<file path="config.mk">
export PLATFORM = sky130hd
export DESIGN_NAME = fp16_adder_arbiter
export DESIGN_NICKNAME = d
export VERILOG_FILES = /design/src/rtl/fp16_adder_arbiter.sv
export SDC_FILE = /design/constraint.sdc
export NUM_CORES = 1
export LEC_CHECK = 0
export CORE_MARGIN = 2
export CORE_UTILIZATION = 37
export CTS_CLUSTER_DIAMETER = 30
export DETAILED_ROUTE_END_ITERATION = 6
export HOLD_SLACK_MARGIN = 0.12
export PLACE_DENSITY = 0.76
export SYNTH_ARGS = -nofsm -noshare
export SYNTH_HDL_FRONTEND = slang
export SYNTH_SLANG_ARGS = --single-unit
</file>
<file path="constraint.sdc">
create_clock -name clk -period 3.1 [get_ports clk]
set_input_delay 0.62 -clock clk [delete_from_list [all_inputs] [get_ports clk]]
set_output_delay 0.62 -clock clk [all_outputs]
set_load 0.005 [all_outputs]
</file>
<file path="src/rtl/fp16_adder_arbiter.sv">
// Round-robin arbiter sharing one two-state FP16 adder among NUM_REQ requesters.
// Operands are registered on a ph=1 accept edge and held. The requester tag rides a two-slot pipe
// aligned to the adder phase. {tag, sum} lands in an in-order response FIFO three clocks after accept.
module fp16_adder_arbiter #(
    parameter int unsigned NUM_REQ   = 4,
    parameter int unsigned RSP_DEPTH = 2,
    localparam int unsigned ID_W     = $clog2(NUM_REQ)
) (
    input  logic                  clk,
    input  logic                  rst,
    input  logic [NUM_REQ-1:0]    req_valid,
    input  logic [16*NUM_REQ-1:0] req_a,
    input  logic [16*NUM_REQ-1:0] req_b,
    output logic [NUM_REQ-1:0]    req_ready,
    output logic [15:0]           add_a,
    output logic [15:0]           add_b,
    input  logic [15:0]           add_result,
    output logic                  rsp_valid,
    input  logic                  rsp_ready,
    output logic [15:0]           rsp_data,
    output logic [ID_W-1:0]       rsp_id,
    output logic                  idle
);

    localparam int unsigned DW    = 16;
    localparam int unsigned PTR_W = $clog2(RSP_DEPTH);
    localparam int unsigned CNT_W = $clog2(RSP_DEPTH + 1);
    localparam int unsigned OCC_W = CNT_W + 2;

    logic                ph_q, ph_d;
    logic [ID_W-1:0]     rr_ptr_q, rr_ptr_d;
    logic [DW-1:0]       add_a_q, add_a_d;
    logic [DW-1:0]       add_b_q, add_b_d;
    logic                s1_v_q, s1_v_d;
    logic [ID_W-1:0]     s1_tag_q, s1_tag_d;
    logic                s2_v_q, s2_v_d;
    logic [ID_W-1:0]     s2_tag_q, s2_tag_d;
    logic [DW-1:0]       fdata_q [RSP_DEPTH];
    logic [DW-1:0]       fdata_d [RSP_DEPTH];
    logic [ID_W-1:0]     fid_q [RSP_DEPTH];
    logic [ID_W-1:0]     fid_d [RSP_DEPTH];
    logic [PTR_W-1:0]    wr_ptr_q, wr_ptr_d;
    logic [PTR_W-1:0]    rd_ptr_q, rd_ptr_d;
    logic [CNT_W-1:0]    cnt_q, cnt_d;
    logic                rsp_valid_q, rsp_valid_d;
    logic [DW-1:0]       rsp_data_q, rsp_data_d;
    logic [ID_W-1:0]     rsp_id_q, rsp_id_d;
    logic                idle_q, idle_d;

    logic                pop_c;
    logic                push_c;
    logic                credit_c;
    logic                grant_vld_c;
    logic [ID_W-1:0]     grant_idx_c;
    logic [OCC_W-1:0]    occ_c;
    logic                accept_c;

    function automatic logic [PTR_W-1:0] ptr_inc(input logic [PTR_W-1:0] p);
        return (p == PTR_W'(RSP_DEPTH - 1)) ? '0 : p + PTR_W'(1);
    endfunction

    // Credit check and round-robin pick of the first valid requester after rr_ptr
    always_comb begin
        grant_vld_c = 1'b0;
        grant_idx_c = '0;
        pop_c       = rsp_valid_q & rsp_ready;
        occ_c       = OCC_W'(s1_v_q) + OCC_W'(s2_v_q) + OCC_W'(cnt_q);
        credit_c    = (occ_c - OCC_W'(pop_c)) < OCC_W'(RSP_DEPTH);
        for (int unsigned k = 1; k <= NUM_REQ; k++) begin
            logic [ID_W-1:0] cand;
            cand = ID_W'((32'(rr_ptr_q) + k) % NUM_REQ);
            if (!grant_vld_c && req_valid[cand]) begin
                grant_vld_c = 1'b1;
                grant_idx_c = cand;
            end
        end
        req_ready = '0;
        if (!rst && ph_q && credit_c && grant_vld_c) begin
            req_ready = NUM_REQ'(1) << grant_idx_c;
        end
        accept_c = |req_ready;
    end

    // Next state: phase, operand hold, tag pipe, response FIFO and status
    always_comb begin
        ph_d        = ~ph_q;
        rr_ptr_d    = rr_ptr_q;
        add_a_d     = add_a_q;
        add_b_d     = add_b_q;
        s1_v_d      = s1_v_q;
        s1_tag_d    = s1_tag_q;
        s2_v_d      = s2_v_q;
        s2_tag_d    = s2_tag_q;
        fdata_d     = fdata_q;
        fid_d       = fid_q;
        wr_ptr_d    = wr_ptr_q;
        rd_ptr_d    = rd_ptr_q;
        push_c      = 1'b0;

        if (ph_q) begin
            // adder is writing the result of the op in s1; that op moves to s2
            s2_v_d   = s1_v_q;
            s2_tag_d = s1_tag_q;
            s1_v_d   = 1'b0;
            if (accept_c) begin
                s1_v_d   = 1'b1;
                s1_tag_d = grant_idx_c;
                rr_ptr_d = grant_idx_c;
                add_a_d  = req_a[32'(grant_idx_c) * DW +: DW];
                add_b_d  = req_b[32'(grant_idx_c) * DW +: DW];
            end
        end else begin
            // add_result now holds the sum for the op in s2
            push_c = s2_v_q;
            s2_v_d = 1'b0;
        end

        if (push_c) begin
            fdata_d[wr_ptr_q] = add_result;
            fid_d[wr_ptr_q]   = s2_tag_q;
            wr_ptr_d          = ptr_inc(wr_ptr_q);
        end
        if (pop_c) begin
            rd_ptr_d = ptr_inc(rd_ptr_q);
        end
        cnt_d = cnt_q + CNT_W'(push_c) - CNT_W'(pop_c);

        rsp_valid_d = (cnt_d != '0);
        rsp_data_d  = fdata_d[rd_ptr_d];
        rsp_id_d    = fid_d[rd_ptr_d];
        idle_d      = !(s1_v_d || s2_v_d) && (cnt_d == '0);
    end

    // State registers with synchronous reset
    always_ff @(posedge clk) begin
        if (rst) begin
            ph_q        <= 1'b0;
            rr_ptr_q    <= ID_W'(NUM_REQ - 1);
            add_a_q     <= '0;
            add_b_q     <= '0;
            s1_v_q      <= 1'b0;
            s1_tag_q    <= '0;
            s2_v_q      <= 1'b0;
            s2_tag_q    <= '0;
            for (int unsigned i = 0; i < RSP_DEPTH; i++) begin
                fdata_q[i] <= '0;
                fid_q[i]   <= '0;
            end
            wr_ptr_q    <= '0;
            rd_ptr_q    <= '0;
            cnt_q       <= '0;
            rsp_valid_q <= 1'b0;
            rsp_data_q  <= '0;
            rsp_id_q    <= '0;
            idle_q      <= 1'b1;
        end else begin
            ph_q        <= ph_d;
            rr_ptr_q    <= rr_ptr_d;
            add_a_q     <= add_a_d;
            add_b_q     <= add_b_d;
            s1_v_q      <= s1_v_d;
            s1_tag_q    <= s1_tag_d;
            s2_v_q      <= s2_v_d;
            s2_tag_q    <= s2_tag_d;
            fdata_q     <= fdata_d;
            fid_q       <= fid_d;
            wr_ptr_q    <= wr_ptr_d;
            rd_ptr_q    <= rd_ptr_d;
            cnt_q       <= cnt_d;
            rsp_valid_q <= rsp_valid_d;
            rsp_data_q  <= rsp_data_d;
            rsp_id_q    <= rsp_id_d;
            idle_q      <= idle_d;
        end
    end

    assign add_a     = add_a_q;
    assign add_b     = add_b_q;
    assign rsp_valid = rsp_valid_q;
    assign rsp_data  = rsp_data_q;
    assign rsp_id    = rsp_id_q;
    assign idle      = idle_q;

endmodule

</file>
### Yosys cells after proc, flatten, opt, wreduce, memory -nomap -nowiden

Index checks and enable logic that the tools add are counted.
W data, S select, Z words.

| storage, ports and cells | value |
|---|---|
| input bits | 151 |
| output and inout port bits | 56 |
| memories | 0 |
| memory bits (read-only) | 0 |
| memory bits (writable) | 0 |
| register bits | 101 |
| latch bits | 0 |
| word-level logic and storage cells | 101 |

| cells by class | value |
|---|---|
| divide/modulo/power cells | 0 |
| add/sub/neg operators | 11 |
| bitwise logic cells | 4 |
| shifts and indexed selects | 3 |
| equality and inequality tests | 0 |
| reductions and logical operators | 18 |
| $mul | 0 |
| order comparisons | 8 |
| mux-type cells | 38 |

Operators by type and width:

| operator | count |
|---|---|
| $shiftx A64 B7 Y16 | 2 |
| $mux W16 | 4 |
| $bwmux W32 | 1 |
| $mux W32 | 1 |
| $demux W16 S1 | 1 |
| $mux W2 | 8 |
| $mux W1 | 15 |
| $lt A2 B3 Y1 const B | 4 |
| $bmux W1 S2 | 4 |
| $logic_and A1 B1 Y1 | 8 |
| $mux W4 | 2 |
| $logic_not A1 Y1 | 5 |
| $add A2 B1 Y2 const B | 2 |
| $add A2 B2 Y2 const B | 2 |
| $bwmux W4 | 1 |
| $ge A2 B2 Y1 const B | 2 |
| $lt A4 B2 Y1 const B | 1 |
| $not A1 Y2 | 2 |
| $reduce_or A4 Y1 | 1 |
| $shl A1 B2 Y4 const A | 1 |
| $sub A3 B1 Y4 | 1 |
| $add A2 B2 Y3 | 1 |
| $add A1 B1 Y1 const B | 2 |
| $add A1 B1 Y2 | 1 |
| 10 further kinds | 10 |

### Depth between registers and ports, before layout

| logic depth | value |
|---|---|
| depth after elaboration | 21 |
| mapped depth | 14 |
| gate-level depth less buffers | 11 |

### Worst setup path after synthesis

Ideal clock, no wire load.

| path | value |
|---|---|
| path type | input to output |
| start point | in rsp_ready |
| end point | out req_ready[2] |
| arrival time | 2736 ps |
| path buffers | 2 |
| cell stages on the path | 13 |
| setup slack | -256 ps |
| required time | 2480 ps |
| cell sequence | and2_1 ha_1 inv_1 ha_1 a21oi_1 fa_1 xor2_1 a21oi_2 and4_4 buf_6 buf_6 nand2_1 a21oi_1 |

| on the way | value |
|---|---|
| cells in the longest elaborated chain, start to end | 6 |

RTL lines:

| item | line | source |
|---|---|---|
| start, declared | 19 | `input logic rsp_ready,` |
| $and A1 B1 Y1 | 66 | `pop_c = rsp_valid_q & rsp_ready;` |
| $sub A3 B1 Y4 | 68 | `credit_c = (occ_c - OCC_W'(pop_c)) < OCC_W'(RSP_DEPTH);` |
| $lt A4 B2 Y1 | 68 |  |
| $logic_and A1 B1 Y1 (2 in series) | 78 | `if (!rst && ph_q && credit_c && grant_vld_c) begin` |
| $mux W4 | 78 |  |
| end, declared | 14 | `output logic [NUM_REQ-1:0] req_ready,` |

No other way between the ends.

### Worst setup path after layout

| path | value |
|---|---|
| start point | in rsp_ready |
| end point | out req_ready[1] |

Same word-level chain as after synthesis.

==> flow_summary.ini <==
[placed_design]
port_buffers = 206
place_congestion = 0.823
pre_cts_slack_ns = -0.830
dp_hpwl_microns = 9510
dp.cells = 775

[synth]
ys_seq_area_frac = 0.460
synth_flop_cell = dfxtp_1
synth_area_per_cell_sq_um = 9.81
ys_top_cells_by_count = dfxtp_1, nor2_1, mux2i_1, nand2_1
yosysTopAreaCell = dfxtp_1
syn_area_sq_um = 4390
synth.most_common_cell = dfxtp_1
synth_cells = 448
synthDistinctLibCells = 47
yosys_warnings = 0
synth_async_sr_flop_share = 0
syn_nets = 606
ys_ff_latch = 101
synth_top_area_share = 0.460
netlist_top_cells_area = dfxtp_1, mux2i_1, a222oi_1, nor2_1, a311oi_1
synth-edff-count = 0

[sta]
setup_ws_ns = -0.172
hold_viol = 0
finalCritPeriodShare = 1.06
worstMarginPinSlew_ns = 1.26
period_needed_ns = 3.27
final_max_slew_viol_count = 0
timing.fmax_ghz = 0.306
rsz0062_at_grt = yes
finalSetupViolCount = 4
timing.slew.headroom = 0.160
finClkSkew_ns = 0.0110
holdWs_ns = 0.470

[power_and_ir_drop]
power.share.sequential = 0.394
p_sw_frac = 0.306
power.leakage_nw = 2.65
p_comb_frac = 0.312
powerDensity_nw_per_um2 = 558
p_clk_frac = 0.294
cellInternalPower_w = 0.00266
vdd_ir_drop_max_mv = 0.341
p_sw_w = 0.00117

[clock_network]
cts_buffers = 9
clockBufferDepth = 2
insertion_delay_ns = 0.34
cts_root_buf = clkbuf_16
postCtsHoldBufs = 0
cts_tree = done
h-tree-depth = 3
path_clk_slew_ns = 0.07
cts.sinks = 101

[floorplan]
die_width_microns = 113
die_height_microns = 113
rows = 39
start_util = 0.381
dieArea_sq_um = 12800
ios = 207
coreArea_sq_um = 11500

[final_layout]
fin_cells = 795
layout-drive-gt1-share = 0.104
diodes = 0
syn2layout_area_growth_pct = 56.4
n_fill_cell = 1022
fin_nets = 805

[global_route]
grt_pass1_vias = 4333
globalRouteOverflowTotal = 0
grt_max_degree = 83
grt_antenna_before_repair = 0
grt_pass1_wl_microns = 20800
grt_usage = 0.202

[routing]
dr.pass1.iters = 7
routed_wl_microns = 13100
drc_errors = 15
vias = 4237
wire_per_inst_microns = 16.5
via_per_inst = 5.33
ant_nets = 0
drt-initial-drc-count = 342

[critical_path]
cp.required_ns = 2.48
worstSetupPathType = in -> out
cp-start-kind = input pin
crit_fanout = 2
critPathCaptureType = output pin
cp_data_arrival_time_ns = 2.65

[job]
drv_cap = 0

[worst_hold_path]
worstHoldPathType = reg -> reg

[status]
violations = DRC, setup timing
status = finished with violations
[critical path: stages]
cell	delay (ns)
buf_6	0.09
and2_4	0.13
ha_4	0.26
inv_2	0.03
ha_4	0.26
a21oi_4	0.05
fa_2	0.34
xor2_1	0.15
a21oi_2	0.13
nand4_1	0.13
buf_4	0.17
nor3_2	0.14
buf_2	0.13
[sequential cells by signal, indices dropped and copies added, names as in the netlist, 4 cells and up]
register and cells:
add_b 16, rsp_data 16, add_a 16, fid_q 4
fdata_q 32
[through the flow]
stage               area (sq um)  TNS, ns   util  power, W
floorplan                   4440   -0.194      -   0.00217
global placement            6510   -18.83  0.565   0.00266
detailed placement          6510   -20.89  0.565   0.00270
CTS                         6840   -0.440  0.594   0.00385
global route                6870    -1.03  0.597   0.00405
finish                      6870   -0.492  0.597   0.00383
[per-layer routing]
| layer | wire length [microns] | GRT usage | vias to the layer above |
|---|---|---|---|
| li1 | - | - | 2065 |
| met1 | 5560 | 0.246 | 1985 |
| met2 | 6480 | 0.363 | 178 |
| met3 | 966 | 0.0407 | 9 |
| met4 | 126 | 0.0545 | 0 |
| met5 | 0 | 0 | - |
[path summary, 6_finish.rpt]
path | start | endpoint | slack, ns | cells after the start
min reg2reg | s1_tag_q[1] | s1_tag_q[1] | 0.47 | 2
max | rsp_ready | req_ready[1] | -0.17 | 13
min | s1_tag_q[1] | s1_tag_q[1] | 0.47 | 2
max reg2reg | rsp_valid | add_a[4] | 0.19 | 14
[final cells by class]
cell class / count / area [sq um] / share of cell area
Clock buffer: 9 / 225 / 0.0328
Timing Repair Buffer: 228 / 2220 / 0.324
Clock inverter: 7 / 86.3 / 0.0126
Multi-Input combinational cell: 298 / 2100 / 0.306
Inverter: 9 / 33.8 / 0.00492
Tap cell: 143 / 179 / 0.0260
Sequential cell: 101 / 2020 / 0.294
[cell usage in the layout (no fill, tap or decap), types with 2 or more instances in the layout]
master           netlist  routed
a21oi_2                2       4
o22ai_1               19      19
nand2b_1               6       6
xnor2_1                2       2
ha_4                   0       2
mux2i_1               38      38
clkbuf_16              0       9
a21oi_1                9       6
inv_1                  9       8
nor3_1                 3       2
buf_4                  5      21
or2_2                  2       2
ha_1                   6       4
a222oi_1              32      32
xor2_1                 3       3
inv_6                  0       2
clkinv_8               0       3
nor2b_1                4       4
buf_2                 10       5
a311oi_1              32      31
nand2_1               38      37
dfxtp_1              101     101
clkdlybuf4s50_1        0     200
nor2_1                79      79
o21ai_0                2       2
[what timing repair did]
item | 4_1_cts | 5_1_grt
endpoints found under the hold margin | 0 | 0
setup endpoints to repair | 38 | 37
gates resized for setup | 23 | 6
cloned | 0 | 0
pin swaps | 7 | 1
setup buffers | 3 | 1
[kinds of logic after synthesis]
group | after synthesis | synth area share
fa+ha+maj | 7 | 0.0216
buf+inv | 49 | 0.0766
mux | 38 | 0.0866
flops | 101 | 0.460
xor+xnor | 5 | 0.00997
compound gates | 108 | 0.207
simple gates | 140 | 0.138
[power by group through the flow]
stage / logic, W / clock network, W / registers, W
after floorplan: 0.000640 / 0 / 0.00153
after global placement: 0.00112 / 0 / 0.00154
after detailed placement: 0.00116 / 0 / 0.00154
after CTS: 0.00118 / 0.00116 / 0.00151
after global routing: 0.00131 / 0.00122 / 0.00153
final: 0.00120 / 0.00113 / 0.00151
Power figures use the tool's default switching activity.
